<file path="src/rtl/irq_pkg.sv">
// irq_pkg: IF register layout and address shared by the interrupt request block.
package irq_pkg;
  localparam int IF_W = 5;
  localparam int IRQ_VBLANK = 0;
  localparam int IRQ_STAT = 1;
  localparam int IRQ_TIMER = 2;
  localparam int IRQ_SERIAL = 3;
  localparam int IRQ_JOYPAD = 4;
  localparam logic [15:0] IF_ADDR = 16'hFF0F;
  localparam logic [7:0] IF_UNUSED_MASK = 8'hE0;
endpackage

</file>
<file path="src/rtl/irq_edge_detect.sv">
// irq_edge_detect: history-register edge detector, rising or falling, with selectable reset load.
module irq_edge_detect #(
  parameter int W = 1,
  parameter bit FALL = 1'b0,
  parameter bit RST_LOAD = 1'b1,
  parameter logic [W-1:0] RST_VAL = '0
) (
  input  logic         clk,
  input  logic         rst,
  input  logic [W-1:0] d,
  output logic [W-1:0] pulse
);
  logic [W-1:0] prev;
  always_ff @(posedge clk) prev <= (rst && !RST_LOAD) ? RST_VAL : d;
  assign pulse = FALL ? prev & ~d : d & ~prev;
endmodule

</file>
<file path="src/rtl/irq_request.sv">
// irq_request: IF register (FF0F) collecting peripheral interrupt events for the CPU core.
// Define IRQ_JOYPAD_DEBOUNCE_EN to require DEBOUNCE_CYCLES low cycles before a joypad request.
module irq_request
  import irq_pkg::*;
#(
  parameter int DEBOUNCE_CYCLES = 16
) (
  input  logic        CLK,
  input  logic        SYNC_RES,
  input  logic [15:0] A,
  input  logic [7:0]  D_in,
  input  logic        WR,
  input  logic        RD,
  output logic [7:0]  D_out,
  output logic        D_OE,
  input  logic        VBLANK_IRQ,
  input  logic        STAT_IRQ,
  input  logic        TIMER_IRQ,
  input  logic        SERIAL_IRQ,
  input  logic [3:0]  JOY_P1X,
  output logic [7:0]  CPU_IRQ_TRIG,
  input  logic [7:0]  CPU_IRQ_ACK,
  output logic        JOY_WAKE
);
  logic [IF_W-1:0] if_q, ack_q, ack_rise, evt;
  logic [3:0] src, src_rise;
  logic [1:0] joy_sync;
  logic joy_evt, wr_if, unused_hi;
  assign src = {SERIAL_IRQ, TIMER_IRQ, STAT_IRQ, VBLANK_IRQ};
  for (genvar i = 0; i < 4; i++) begin : g_src
    irq_edge_detect u_ed (.clk(CLK), .rst(SYNC_RES), .d(src[i]), .pulse(src_rise[i]));
  end
  // ack is registered before edge detection so a clear lands one cycle after the ack rises
  always_ff @(posedge CLK) ack_q <= CPU_IRQ_ACK[IF_W-1:0];
  irq_edge_detect #(.W(IF_W)) u_ack (.clk(CLK), .rst(SYNC_RES), .d(ack_q), .pulse(ack_rise));
  always_ff @(posedge CLK) joy_sync <= SYNC_RES ? 2'b11 : {joy_sync[0], &JOY_P1X};
`ifdef IRQ_JOYPAD_DEBOUNCE_EN
  logic [4:0] cnt;
  logic joy_hit;
  always_ff @(posedge CLK) begin
    cnt <= (SYNC_RES || joy_sync[1]) ? '0 : (cnt == 5'(DEBOUNCE_CYCLES)) ? cnt : cnt + 5'd1;
    joy_hit <= !SYNC_RES && !joy_sync[1] && cnt == 5'(DEBOUNCE_CYCLES - 1);
  end
  assign joy_evt = joy_hit;
`else
  irq_edge_detect #(.FALL(1'b1), .RST_LOAD(1'b0), .RST_VAL(1'b1)) u_joy (
    .clk(CLK), .rst(SYNC_RES), .d(joy_sync[1]), .pulse(joy_evt)
  );
`endif
  assign wr_if = WR && A == IF_ADDR;
  assign evt = {joy_evt, src_rise};
  // events beat writes, writes beat ack clears
  always_ff @(posedge CLK) if_q <= SYNC_RES ? '0 : evt | (wr_if ? D_in[IF_W-1:0] : if_q & ~ack_rise);
  assign CPU_IRQ_TRIG = {3'b000, if_q};
  assign D_out = IF_UNUSED_MASK | {3'b000, if_q};
  assign D_OE = RD && A == IF_ADDR && !SYNC_RES;
  assign JOY_WAKE = joy_evt && !SYNC_RES;
  assign unused_hi = &{1'b0, D_in[7:5], CPU_IRQ_ACK[7:5]};
endmodule

</file>
<file path="config.mk">
export PLATFORM = sky130hd
export DESIGN_NAME = irq_request
export DESIGN_NICKNAME = d
export VERILOG_FILES = /design/src/rtl/irq_pkg.sv /design/src/rtl/irq_edge_detect.sv /design/src/rtl/irq_request.sv
export SDC_FILE = /design/constraint.sdc
export NUM_CORES = 1
export LEC_CHECK = 0
export CORE_MARGIN = 2
export CORE_UTILIZATION = 34
export DETAILED_ROUTE_END_ITERATION = 8
export PLACE_DENSITY_LB_ADDON = 0.25
export SLEW_MARGIN = 20
export SYNTH_ARGS = -nofsm -noshare
export SYNTH_HDL_FRONTEND = slang
export SYNTH_SLANG_ARGS = --single-unit
</file>
<file path="constraint.sdc">
create_clock -name CLK -period 3.7 [get_ports CLK]
set_input_delay 0.37 -clock CLK [delete_from_list [all_inputs] [get_ports CLK]]
set_output_delay 0.37 -clock CLK [all_outputs]
set_load 0.005 [all_outputs]
</file>
After elaboration in Yosys (flattened, before gate mapping)
Cells that the tools add are included.
- bits in registers: 22
- logic and storage cells: 32
- equality and inequality tests: 1
- mux-type cells: 1
- bitwise logic cells: 15
- reductions and logical operators: 6
- operators by type and width (operator ; number):
    $eq 16x16->1 const B ; 1
    $and 5x5->5 ; 2
    $not 5->5 ; 2
    $and 1x1->1 ; 5
    $mux 5 ; 1
    $not 1->1 ; 5
    $or 5x5->5 ; 1
    $logic_and 1x1->1 ; 4
    $reduce_and 4->1 ; 1
    $logic_not 1->1 ; 1

Logic depth before layout (Yosys ltp)
Gate-level depths: netlist of run 1.
- depth in word-level cells: 6
- gate-level depth with buffers: 5

Modules after synthesis
Synthesis of run 1 repeated with hierarchy kept, for this count alone.
- cell total of the unflattened synthesis: 78
- area total of the unflattened synthesis: 912.1 µm²
- by module, submodules not included (module ; times used ; cells an instance ; area an instance (µm²)):
    irq_request ; 1 ; 57 ; 573.0
    irq_edge_detect at u_ack ; 1 ; 10 ; 168.9
    irq_edge_detect at g_src[0].u_ed ... ; 4 ; 2 ; 33.8
    irq_edge_detect at u_joy ; 1 ; 3 ; 35.0

Least setup slack after synthesis of run 1
Ideal clock, no wire load.
- path kind: input to output
- start: input port A[4]
- end: output port D_OE
- arrival: 1.411 ns
- required time: 3.330 ns
- slack: 1.919 ns
- stages: 4
- path buffers: 1
- cell sequence: nand4b_1 -> or4_1 -> clkbuf_2 -> nor3b_1
- word-level cells in the longest chain between the ends: 3
- ends and longest elaborated chain (item ; RTL line ; source):
    start, declared ; irq_request.sv:10 ; input logic [15:0] A,
    $eq 16x16->1 ; irq_request.sv:56 ; assign D_OE = RD && A == IF_ADDR && !SYNC_RES;
    $logic_and 1x1->1 (2 in a row) ; irq_request.sv:56 ;
    end, declared ; irq_request.sv:15 ; output logic D_OE,
No other way between the ends.

Final worst setup path of run 1
- start: input port A[15]
- end: output port D_OE
The elaborated chain is that of the path after synthesis.

==> results.md, run 1 <==
- Result of the run: finished clean
- Die H: 51.9 µm
- Final period utilization: 76.2%
- Hold path cells: 0
- Max frequency: 355 MHz
- Die footprint: 2690 µm²
- Root Buffer: sky130_fd_sc_hd__clkbuf_4
- Detailed-route via count: 686
- Global-route wire length before repair: approximately 3 mm
- Distinct cell type count of the synthesized netlist: 20
- Final Setup Violations: 0
- Top-level port count: 62
- Crit-path max FO: 7
- Buffer count from post-CTS setup fixing: 0
- Signed area change from the synthesized netlist to the final layout: 64.4%
- Antenna cell count: 0
- Critical path capture point type: primary output
- Total track usage: between 10% and 20%
- Worst reg2reg setup slack: 2860 ps
- Adder and majority gate portion of the synthesized area: 0%
- Dominant synthesized flop cell: sky130_fd_sc_hd__dfxtp_1
- Clock transition at the register clock pins on the worst setup and hold paths after CTS: 120 ps
- Initial Utilization: 35.6%
- Antenna violations before repair: 0
- Fin Setup TNS: 0 ps
- Register area share after synthesis: 56.5%
- Simple-Gate Fraction of Synth Area: 9.79%
- Number of synthesis warnings: 0
- Peak VDD IR: 0.000275 V
- Area of the placeable core: 2190 µm²
- Capture instance of the worst register-to-register path: if_q[2]
- Crit path launch type: primary input
- Area share of the leading cell type in the synthesized netlist: 56.5%
- Overall die width: 51.9 µm
- CTS Buffer Depth: 2
- Number of iterations in the first detailed-routing pass: 4
- Hold-fix buffers, CTS: 0
- Avg Inst Size Synth: 10.4 µm²
- Number of clock sinks: 22
- Final routed wire length divided by cell count: 13.2 µm
- Launching point of the worst reg2reg path: ack_q[2]
- Net switching power: 96.6 µW
- CTS tree: yes
- XOR/XNOR Fraction of Synth Area: 0%
- Cell area after synthesis: 779 µm²
- Final routed DRC violation total: 0
- Share of synthesized flip-flops with an asynchronous set or reset: 0%
- Clock H-tree levels: 1
- Biggest area contributors in the synthesized netlist: sky130_fd_sc_hd__dfxtp_1 57%, sky130_fd_sc_hd__buf_4 11%, sky130_fd_sc_hd__o221ai_1 5.6%
- Design Power: 509 µW
- Synthesis-stage register bit count: 22
- Total leakage power: 0.520 nW
- Final hold slack: 344 ps
- Hold Violations, Final: 0
- Total congestion overflow after global routing: 0
- Routed wire length: approximately 1.9 mm
- Number of nets with antenna violations after detailed routing: 0
- Depth of the worst register-to-register path: 3
- Placed wire-length estimate after detailed placement: 1.51 mm
- Critical path required time: 3330 ps
- Slew Limit Fails: 0
- Relative slew slack: between 40% and 50%
- Combinational share of power: between 10% and 20%
- Cell Pwr Density: 397 nW/µm²
- Fraction of power consumed by the clock network: about 36%
- Leading cell type in the layout, fill and taps excluded: sky130_fd_sc_hd__clkdlybuf4s50_1
- Final worst path period need: approximately 2800 ps
- Crit path arrival time: 2450 ps
- Max cap viols: 0
- Internal power component: 412 µW
- Worst min-delay path endpoint: u_ack.prev[0]
- Sequential share of power: 50.4%
- First-iteration detailed-routing DRC count: 7
- Leading cell types in the layout, fill and taps excluded: 49 x sky130_fd_sc_hd__clkdlybuf4s50_1, 22 x sky130_fd_sc_hd__dfxtp_1, 11 x sky130_fd_sc_hd__inv_1, 6 x sky130_fd_sc_hd__conb_1
- Post-route clock skew: 14.0 ps
- Port Buffer Count: 49
- CTS buffer count: 3
- Main combinational cell family by area after synthesis: buffers and inverters
- Maximum number of pins on one net before global-route repair: 14
- EDFF count, synth: 0
- # resized after CTS: 0
- Least-Margin Pin Slew: ~810 ps
- Path type of the worst setup path: primary input to primary output
- Cells after Synth: 75
- Compound-Gate Fraction of Synth Area: 15.7%
- Worst-Skew Late Latency: 320 ps
- Mux contribution to synthesized area: 0%
- Class of the tightest hold or removal check: register to register
- Net Sw Frac: between 10% and 20%
- Routability cong.: 0.702
- Number of vias per cell: approximately 4.7
- HP Start: ack_q[0]
- Std-Cell Rows: 17
- Unrepaired setup endpoints after global routing: no
- Via count of the first global-routing pass: 708
- Final #Nets: ~160
- Cell type contributing the most total cell area after synthesis: sky130_fd_sc_hd__dfxtp_1
- Share of final-layout standard cells stronger than drive strength 1: under 10%
==> cell type report <==
class                   count  area, µm²
well taps                  28       35.0
clock buffers               3       22.5
fillers                   193        910
flip-flops and latches     22        440
repair buffers             49        490
clock inverters             1       30.0
multi-input cells          33        221
inverters                  11       41.3
==> logic make-up (layout without fill, tap and decap cells) <==
family                 count (synthesis)  count (layout)
AND/OR/NAND/NOR                       11              11
flip-flops                            22              22
buffers and inverters                 24              64
other                                  2               6
AO/OA/AOI/OAI                         16              16
==> Yosys cell counts (2+ instances only) <==
library cell               number
sky130_fd_sc_hd__dfxtp_1       22
sky130_fd_sc_hd__a32oi_1        4
sky130_fd_sc_hd__conb_1         2
sky130_fd_sc_hd__o221ai_1       5
sky130_fd_sc_hd__or2_2          2
sky130_fd_sc_hd__nand4b_1       2
sky130_fd_sc_hd__buf_4         11
sky130_fd_sc_hd__inv_1         11
sky130_fd_sc_hd__a21oi_1        5
==> routing by layer <==
layer / track usage, % / vias up / wire length (µm)
li1: - / 332 / -
met1: 13.6 / 313 / 705
met2: 28.5 / 36 / 981
met3: 3.74 / 5 / 211
met4: 9.65 / 0 / 44
met5: 0 / - / 0
==> worst max-delay path, stage by stage <==
cell and delay [ps]:
sky130_fd_sc_hd__clkdlybuf4s50_1 460, sky130_fd_sc_hd__nand4b_1 130, sky130_fd_sc_hd__or4_1 700, sky130_fd_sc_hd__nor3b_1 260, sky130_fd_sc_hd__clkdlybuf4s50_1 530
==> sequential cells by signal (all words and copies together) (netlist names) <==
register and count:
u_ack.prev 5, if_q 5, g_src.u_ed.prev 4, joy_sync 2, ack_q 5, u_joy.prev 1
==> power groups by stage <==
stage | Sequential (mW) | Combinational (mW) | Clock, mW
after floorplan | 0.260 | 0.0235 | 0
after global placement | 0.261 | 0.0697 | 0
after detailed placement | 0.262 | 0.0711 | 0
after CTS | 0.256 | 0.0718 | 0.183
after global routing | 0.258 | 0.0763 | 0.196
final | 0.256 | 0.0716 | 0.181
==> metrics by stage <==
stage | area, µm² | util (%) | std cells | setup WS, ps
global route | 1280 | 58.5 | 147 | 777
CTS | 1280 | 58.5 | 147 | 884
finish | 1280 | 58.5 | 147 | 879
floorplan | 795 | - | 79 | 1920
global placement | 1230 | 56.1 | 143 | 899
detailed placement | 1230 | 56.1 | 143 | 880
==> worst max-delay path by stage <==
stage,startpoint,end,slack (ps),cells after the start
finish,A[15],D_OE,880,5
global route,A[4],D_OE,780,5
CTS,A[6],D_OE,880,5
detailed placement,A[6],D_OE,880,5
global placement,A[4],D_OE,900,5
floorplan,A[4],D_OE,1920,4
(Power assumes the default switching activity.)
==> run 2, diff against run 1 <==
--- a/config.mk
+++ b/config.mk
@@ -6,7 +6,7 @@
 export NUM_CORES = 1
 export LEC_CHECK = 0
 export CORE_MARGIN = 2
-export CORE_UTILIZATION = 34
+export CORE_UTILIZATION = 29
 export DETAILED_ROUTE_END_ITERATION = 8
 export PLACE_DENSITY_LB_ADDON = 0.25
 export SLEW_MARGIN = 20
==> constraint.sdc (replaced) <==
create_clock -name CLK -period 2.28 [get_ports CLK]
set_input_delay 0.228 -clock CLK [delete_from_list [all_inputs] [get_ports CLK]]
set_output_delay 0.228 -clock CLK [all_outputs]
set_load 0.005 [all_outputs]
==> results.md, run 2 (same netlist as run 1, synthesis figures left out) <==
- Total track usage: 12.1% (-2.8 points)
- Worst-Skew Late Latency: 300 ps (-20 ps)
- Root Buffer: sky130_fd_sc_hd__clkbuf_4
- Combinational share of power: 14.3% (+0.2 points)
- Overall die width: 55.8 µm (+7.6%)
- Die footprint: 3120 µm² (+16%)
- Slew Limit Fails: 0 (unchanged)
- Share of final-layout standard cells stronger than drive strength 1: 9.68% (+4.6 points)
- Delay-heaviest family, CP: simple AND/OR/NAND/NOR gates
- Area of the placeable core: 2520 µm² (+15%)
- Max frequency: between 400 and 500 MHz
- Finished Core Util: 52.5% (-6.0 points)
- First-iteration detailed-routing DRC count: 9 (+2)
- Global-route wire length before repair: 3.04 mm (+4.2%)
- Total congestion overflow after global routing: 0 (unchanged)
- Design Power: 820 µW (+61%)
- Sequential share of power: 50.7% (+0.3 points)
- Cell Pwr Density: 619 nW/µm² (+56%)
- Top-level port count: 62 (unchanged)
- Clock H-tree levels: 1 (unchanged)
- Final Setup Violations: 0 (unchanged)
- Regs by FF count: ack_q x5, if_q x5, u_ack.prev x5
- Combined buffer and inverter count along the critical path: 2 (unchanged)
- Path type of the worst setup path: primary input to primary output
- CTS buffer count: 3 (unchanged)
- Critical Path Max Stage Delay: 570 ps (-130 ps)
- Final #Nets: 169 (+3.0%)
- Layout Cells excl Fill: 154 (+4.8%)
- Die H: 55.8 µm (+7.6%)
- CTS tree: yes
- Leading cell type in the layout, fill and taps excluded: sky130_fd_sc_hd__clkdlybuf4s50_1
- Number of iterations in the first detailed-routing pass: 4 (unchanged)
- Detailed-route via count: 700 (+2.0%)
- Leading cell types in the layout, fill and taps excluded: 48 x sky130_fd_sc_hd__clkdlybuf4s50_1, 22 x sky130_fd_sc_hd__dfxtp_1, 11 x sky130_fd_sc_hd__inv_1, 6 x sky130_fd_sc_hd__conb_1
- Number of clock sinks: 22 (unchanged)
- Peak VDD IR: 0.000482 V (+75%)
- Fin Setup TNS: 0 ps (unchanged)
- # resized after CTS: 2 (+2)
- Final routed DRC violation total: 0 (unchanged)
- Placed wire-length estimate after detailed placement: 1.48 mm (-2.0%)
- Critical path capture point type: primary output
- Routed wire length: 1.85 mm (-4.9%)
- Area post-placement: 1270 µm² (+3.3%)
- Initial Utilization: 30.9% (-4.7 points)
- Clock transition at the register clock pins on the worst setup and hold paths after CTS: 120 ps (about the same)
- Buffer count from post-CTS setup fixing: 0 (unchanged)
- Crit-path max FO: 2 (-5)
- Final period utilization: 90.3%
- Net switching power: 149 µW (+54%)
- Port Buffer Count: 49 (unchanged)
- Routability cong.: 0.760 (+8.2%)
- Final routed wire length divided by cell count: 12.0 µm (-9.2%)
- Unrepaired setup endpoints after global routing: no
- Class of the tightest hold or removal check: register to register
- CTS Buffer Depth: 2 (unchanged)
- Hold-fix buffers, CTS: 0 (unchanged)
- Internal power component: 670 µW (+63%)
- Via count of the first global-routing pass: 683 (-3.5%)
- Post-Place Cells: 150 (+4.9%)
- Critical path required time: 2050 ps (-1280 ps)
- Antenna violations before repair: 0 (unchanged)
- Number of vias per cell: 4.55 (-2.6%)
- Hold Violations, Final: 0 (unchanged)
- Max cap viols: 0 (unchanged)
- Post-route clock skew: 6.68 ps (-7.36 ps)
- Result of the run: finished clean
- Total leakage power: 0.549 nW (+5.7%)
- Signed area change from the synthesized netlist to the final layout: 69.8%
- Net Sw Frac: 18.2% (-0.79 points)
- Std-Cell Rows: 18 (+1)
- CP max stage cell: sky130_fd_sc_hd__or4_4
- Crit path launch type: primary input
- Number of nets with antenna violations after detailed routing: 0 (unchanged)
- Crit path arrival time: 1830 ps (-620 ps)
- Post-layout instance area: 1320 µm² (+3.3%)
- Maximum number of pins on one net before global-route repair: 14 (unchanged)
- Final worst path period need: approximately 2100 ps
- Cell Chain, Critical Path: clkdlybuf4s50_1 -> nand4b_1 -> or4_4 -> nor3b_1 -> dlygate4sd2_1
- Antenna cell count: 0 (unchanged)
- Fraction of power consumed by the clock network: 35.0% (-0.6 points)
==> run 2: power groups by stage <==
stage          Combinational (mW)  Clock (mW)  Sequential [mW]
3_5_place_dp                0.118           0            0.424
3_3_place_gp                0.116           0            0.424
5_1_grt                     0.127       0.314            0.418
2_1_floorplan              0.0381           0            0.422
4_1_cts                     0.119       0.297            0.416
6_report                    0.117       0.287            0.415
==> run 2: area by class of cell <==
cell class                      instances  area (µm²)
Fill cell                             227        1200
Clock inverter                          1        30.0
Sequential cell                        22         440
Inverter                               11        41.3
Timing Repair Buffer                   54         527
Clock buffer                            3        22.5
Multi-Input combinational cell         33         225
Tap cell                               30        37.5
==> run 2: per-layer routing <==
layer  GRT usage [%]  vias to the layer above  share of wire (%)
met2            21.3                       39                 49
met4            5.10                        0               0.76
met1            13.3                      316                 40
met5               0                        -                  0
li1                -                      343                  -
met3            3.95                        2                 11
==> run 2: through the flow <==
step	hold slack, ps	worst slack (ps)
3_5_place_dp	338	-112
3_3_place_gp	335	-104
2_1_floorplan	256	783
5_1_grt	343	127
6_report	350	221
4_1_cts	347	193
==> run 2: worst register-to-register path: stages (launching register included) <==
cell	delay, ps
sky130_fd_sc_hd__dfxtp_1	340
sky130_fd_sc_hd__inv_1	40
sky130_fd_sc_hd__o221ai_1	180
sky130_fd_sc_hd__a21oi_1	100
==> run 2: final timing paths <==
| kind | startpoint | endpoint | slack (ps) | cells after the start |
|---|---|---|---|---|
| worst max-delay path | A[4] | D_OE | 220 | 5 |
| worst min-delay path | ack_q[1] | u_ack.prev[1] | 350 | 0 |
| worst max register to register | ack_q[0] | if_q[0] | 1520 | 3 |
| worst min register to register | ack_q[1] | u_ack.prev[1] | 350 | 0 |
